<file path="config.mk">
export PLATFORM = sky130hd
export DESIGN_NAME = muldiv_unit
export DESIGN_NICKNAME = d
export VERILOG_FILES = /design/src/rtl/muldiv_unit.sv
export SDC_FILE = /design/constraint.sdc
export NUM_CORES = 1
export LEC_CHECK = 0
export ABC_AREA = 1
export BUFFER_PORTS_ARGS = -buffer_cell sky130_fd_sc_hd__buf_2
export CAP_MARGIN = 40
export CORE_ASPECT_RATIO = 1.2
export CORE_MARGIN = 2
export CORE_UTILIZATION = 30
export CTS_CLUSTER_SIZE = 20
export DETAILED_ROUTE_END_ITERATION = 8
export GPL_TIMING_DRIVEN = 0
export PLACE_DENSITY = 0.48
export SLEW_MARGIN = 20
export SYNTH_ARGS = -nofsm -noshare
export SYNTH_HDL_FRONTEND = slang
export SYNTH_SLANG_ARGS = --single-unit
</file>
<file path="constraint.sdc">
create_clock -name clock -period 3.15 [get_ports clock]
set_clock_uncertainty 0.2 [all_clocks]
set_input_delay 0.1575 -clock clock [delete_from_list [all_inputs] [get_ports clock]]
set_output_delay 0.1575 -clock clock [all_outputs]
set_load 0.02 [all_outputs]
</file>
<file path="src/rtl/muldiv_unit.sv">
// Iterative MULT/MULTU/DIV/DIVU unit with HI/LO registers.
// Radix-2 shift-add / restoring divide, one bit per clock.
module muldiv_unit #(
  parameter int XLEN = 32
) (
  input  logic            clock,
  input  logic            reset,
  input  logic            start,
  input  logic [1:0]      op,
  input  logic [XLEN-1:0] rs_data,
  input  logic [XLEN-1:0] rt_data,
  input  logic            mthi,
  input  logic            mtlo,
  output logic            busy,
  output logic            done,
  output logic [XLEN-1:0] hi,
  output logic [XLEN-1:0] lo
);

  localparam int CW = $clog2(XLEN) + 1;

  typedef enum logic [1:0] {
    IDLE,
    RUN,
    FIX
  } state_t;

  state_t state, stateNext;

  logic [CW-1:0]   count;
  logic [XLEN:0]   accHi, accHiNext;
  logic [XLEN-1:0] accLo, accLoNext;
  logic [XLEN-1:0] opB;
  logic            isDiv, negLo, negHi, divZero;

  logic            signedOp, rsNeg, rtNeg;
  logic [XLEN-1:0] rsMag, rtMag;
  logic [XLEN:0]   mulSum, divShift, divDiff;
  logic [2*XLEN-1:0] prod, prodFix;
  logic [XLEN-1:0] hiFix, loFix;

  // Operand magnitudes and sign flags for the op being launched
  always_comb begin
    signedOp = ~op[0];
    rsNeg    = signedOp & rs_data[XLEN-1];
    rtNeg    = signedOp & rt_data[XLEN-1];
    rsMag    = rsNeg ? -rs_data : rs_data;
    rtMag    = rtNeg ? -rt_data : rt_data;
  end

  // Next state plus one radix-2 step and the final sign correction
  always_comb begin
    stateNext = state;
    accHiNext = accHi;
    accLoNext = accLo;
    mulSum    = accLo[0] ? accHi + {1'b0, opB} : accHi;
    divShift  = {accHi[XLEN-1:0], accLo[XLEN-1]};
    divDiff   = divShift - {1'b0, opB};
    prod      = {accHi[XLEN-1:0], accLo};
    prodFix   = negLo ? -prod : prod;
    hiFix     = prodFix[2*XLEN-1:XLEN];
    loFix     = prodFix[XLEN-1:0];

    if (isDiv) begin
      if (!divDiff[XLEN]) begin
        accHiNext = divDiff;
        accLoNext = {accLo[XLEN-2:0], 1'b1};
      end else begin
        accHiNext = divShift;
        accLoNext = {accLo[XLEN-2:0], 1'b0};
      end
      hiFix = negHi ? -accHi[XLEN-1:0] : accHi[XLEN-1:0];
      loFix = negLo ? -accLo : accLo;
      if (divZero) loFix = '1;
    end else begin
      accHiNext = {1'b0, mulSum[XLEN:1]};
      accLoNext = {mulSum[0], accLo[XLEN-1:1]};
    end

    unique case (state)
      IDLE:    if (start) stateNext = RUN;
      RUN:     if (count == CW'(XLEN - 1)) stateNext = FIX;
      FIX:     stateNext = IDLE;
      default: stateNext = IDLE;
    endcase
  end

  // State, datapath and HI/LO registers
  always_ff @(posedge clock) begin
    if (reset) begin
      state   <= IDLE;
      busy    <= 1'b0;
      done    <= 1'b0;
      hi      <= '0;
      lo      <= '0;
      count   <= '0;
      accHi   <= '0;
      accLo   <= '0;
      opB     <= '0;
      isDiv   <= 1'b0;
      negLo   <= 1'b0;
      negHi   <= 1'b0;
      divZero <= 1'b0;
    end else begin
      state <= stateNext;
      busy  <= (stateNext != IDLE);
      done  <= (state == FIX);
      unique case (state)
        IDLE: begin
          if (mthi) hi <= rs_data;
          if (mtlo) lo <= rs_data;
          if (start) begin
            opB     <= op[1] ? rtMag : rsMag;
            accLo   <= op[1] ? rsMag : rtMag;
            accHi   <= '0;
            count   <= '0;
            isDiv   <= op[1];
            negLo   <= rsNeg ^ rtNeg;
            negHi   <= rsNeg;
            divZero <= op[1] & (rt_data == '0);
          end
        end
        RUN: begin
          accHi <= accHiNext;
          accLo <= accLoNext;
          count <= count + CW'(1);
        end
        FIX: begin
          hi <= hiFix;
          lo <= loFix;
        end
        default: ;
      endcase
    end
  end

endmodule

</file>
==> impl_metrics.tcl <==
set metrics [dict create \
    status "complete, but fails checks" \
    violations "setup timing" \
    clk_latency_ns 0.49 \
    cts_made_buffers 17 \
    r2r_end "accHi[17]$_SDFFE_PP0P_" \
    layout_common_cells "nand2_1 (921), inv_1 (438), nor2_1 (289)" \
    diodes 0 \
    area_growth_pct 23.63 \
    synth-seq-area-share_pct 19.39 \
    final_common_cell "nand2_1" \
    drc 0 \
    die_x_um 228.1 \
    crit_path_max_fanout 7 \
    worstPathArrival_ns 3.42 \
    drt_first_pass_iters 6 \
    p_leak_nw 10.72 \
    powerDensity_nw_per_um2 411.9 \
    io_pins 137 \
    cpMostUsedCell "nand2_2" \
    routed_wl_um 96100 \
    ir_drop_v 0.0004398 \
    gr-total-overflow 0 \
    dieArea_um2 62230 \
    cts_max_path_buffers 2 \
    synth.net_count 3414 \
    crit_chain "inv_2 -> ha_4 -> nand2_1 -> nor2_4 -> nand2_2 -> nor4_4 -> nand2_4 -> nand2_4 -> a21oi_4 -> o21bai_4 -> ha_4 -> buf_8 -> buf_12 -> nand2_2 -> o21ai_4 -> nand2_2 -> a21oi_2" \
    finalSetupViolations 13 \
    hold_violations 0 \
    multi_input_area_um2 13200 \
    row_count 98 \
    drt_iter0_markers 2263 \
    syn-cell-area_um2 18070 \
    via_count 22781 \
    criticalPathCategory "register to register" \
    n_fill_cell 6894 \
    htreeDepth 4 \
    final_core_util_pct 37.49 \
    place_congestion 0.9720 \
    netlist_instances 3271 \
    placement.io_buffers 135 \
    cts_tree "built" \
    ff2ff_path_depth 17 \
    fin_ws_ns -0.06769 \
    start_kind "register" \
    drive_above_1_share_pct 16.98 \
    antenna_found_initial 0 \
    stdcell_count 4315 \
    synth_edf_count 0 \
    ys_seq_elements 175 \
    timing.final.crit_period_ns 3.218 \
    slew_headroom_pct 37.83 \
    fp.dieH_um 272.9 \
    hp-start "rt_data[29]" \
    hp-class "primary input to register" \
    grt_pass1_wl_um 137700 \
    final_max_slew_viol_count 0 \
    grt_max_degree 19 \
    slowest_stage "dfxtp_2" \
    cts.sinks 175 \
    cp-end-kind "register" \
    path_buf_inv 3 \
    synth_cell_types 58 \
    reg2reg_slack_ns -0.07 \
    grt_usage_pct 29.95 \
    cp.depth 17 \
    timing.final.crit_share_pct 102.1 \
    cp_top_family "simple AND/OR/NAND/NOR gates" \
    worst_ep_required_time_ns 3.35 \
    reg2reg_from "opB[14]$_SDFFE_PP0P_" \
    regArea_um2 3677 \
    initial_core_util_pct 30.33 \
    yosys_most_used_dff "dfxtp_1" \
    yosysWarnings 0 \
    detail-route-antenna-nets 0 \
    cp_slowest_stage_delay_ns 0.36 \
    vias_per_cell 5.279 \
    place_inst 4208 \
    clk_pin_slew_ns 0.08 \
    grt_pass1_vias 21108 \
    drv_cap 0 \
    hold_end "opB[29]$_SDFFE_PP0P_" \
    wl_per_cell_um 22.27 \
    dp_hpwl_um 79900 \
    fmax_mhz 310.8 \
    fin_nets 3645 \
    syn-mean-instance-area_um2 5.525 \
    synthArstFlopShare_pct 0 \
    root_buffer "clkbuf_16" \
    worstHoldPathCells 5 \
    core-area_um2 59590 \
    rsz0062_at_grt "yes" \
    tightest_slew_ns 0.9326 \
]
==> state kept, by name, summed over array words and instances, names as in the netlist, 2 cells and up <==
signal  flops
accHi      33
accLo      32
count       6
hi         32
lo         32
opB        32
state       2
==> how the worst max path moves through the flow <==
stage / startpoint / end / slack [ns]
after floorplan: accLo[31]$_SDFFE_PP0P_ / accHi[8]$_SDFFE_PP0P_ / 0.04
after global placement: accLo[31]$_SDFFE_PP0P_ / accHi[27]$_SDFFE_PP0P_ / -1.99
after detailed placement: accLo[31]$_SDFFE_PP0P_ / accHi[27]$_SDFFE_PP0P_ / -1.98
final: opB[14]$_SDFFE_PP0P_ / accHi[17]$_SDFFE_PP0P_ / -0.07
after global routing: opB[14]$_SDFFE_PP0P_ / accLo[0]$_SDFFE_PP0P_ / -0.10
after CTS: accLo[31]$_SDFFE_PP0P_ / accHi[16]$_SDFFE_PP0P_ / -0.1
==> worst min-delay path, stage by stage <==
cell	delay [ns]
buf_2	0.12
o21ai_0	0.10
a21oi_1	0.09
o21ai_0	0.16
inv_1	0.05
==> through the flow <==
stage	instance area, um2	total power, mW	setup TNS (ns)	setup WS (ns)	hold WS, ns
2_1_floorplan	18070	4.898	0	0.04460	0.1156
3_3_place_gp	19750	6.297	-53.79	-1.986	0.2600
3_5_place_dp	19770	6.286	-52.64	-1.977	0.2689
4_1_cts	21580	8.911	-1.156	-0.09965	0.006767
5_1_grt	22340	9.665	-1.689	-0.1025	0.04860
6_report	22340	9.202	-0.3568	-0.06769	0.02755
==> synthesized netlist by cell type (6+ instances only) <==
cell type,number,area [um2]
xor2_1,39,341.6
nand2_2,7,43.79
o221ai_1,9,78.83
inv_2,25,93.84
nor2_2,21,131.4
o21bai_1,6,45.04
nor4_1,6,37.54
buf_2,32,160.2
nand3_2,13,130.1
nand2_1,969,3637
ha_1,70,875.8
o211ai_1,28,210.2
nand4_1,21,131.4
nor3_1,33,165.2
dfxtp_1,175,3503
nand3b_1,23,172.7
buf_1,12,45.04
a21oi_1,278,1391
clkbuf_1,77,289.0
a21oi_2,6,52.55
nand3_1,261,1306
xnor2_1,19,166.4
inv_1,466,1749
a31oi_1,29,181.4
o21ai_0,249,1246
nor2_1,296,1111
o21ai_1,24,120.1
==> area by class of cell <==
cell class | instances | share of cell area (%)
clock buffers | 17 | 1.904
multi-input cells | 2475 | 59.08
clock inverters | 15 | 0.6776
repair buffers | 214 | 6.154
flip-flops and latches | 175 | 16.46
inverters | 495 | 8.630
plain buffers | 124 | 2.615
well taps | 800 | 4.480
==> per-layer routing <==
| layer | track usage, % | up-vias | routed length, um |
|---|---|---|---|
| li1 | - | 11033 | - |
| met1 | 35.18 | 10629 | 38200 |
| met2 | 51.11 | 889 | 45230 |
| met3 | 3.850 | 230 | 5650 |
| met4 | 20.28 | 0 | 7025 |
| met5 | 0 | - | 0 |
==> cell families after synthesis <==
group,share of synthesized area [%]
and+or+nand+nor,39.39
AOI/OAI and AO/OA,20.13
buffers and inverters,13.21
DFF,19.39
adders and majority gates,5.068
xor gates and xnor gates,2.811
==> power breakdown <==
part | switching (mW) | internal, mW | total (mW)
combinational | 2.98 | 1.42 | 4.39
clock | 1.12 | 1.05 | 2.17
sequential | 0.262 | 2.38 | 2.64
total | 4.35 | 4.85 | 9.20
==> timing repair <==
item | CTS | global route
cloned | 1 | 1
hold endpoints to repair | 26 | 0
gates resized for setup | 220 | 153
hold buffers | 23 | 0
setup endpoints to repair | 35 | 33
buffers inserted | 15 | 36
pin swaps | 38 | 54
(Power assumes the default switching activity.)
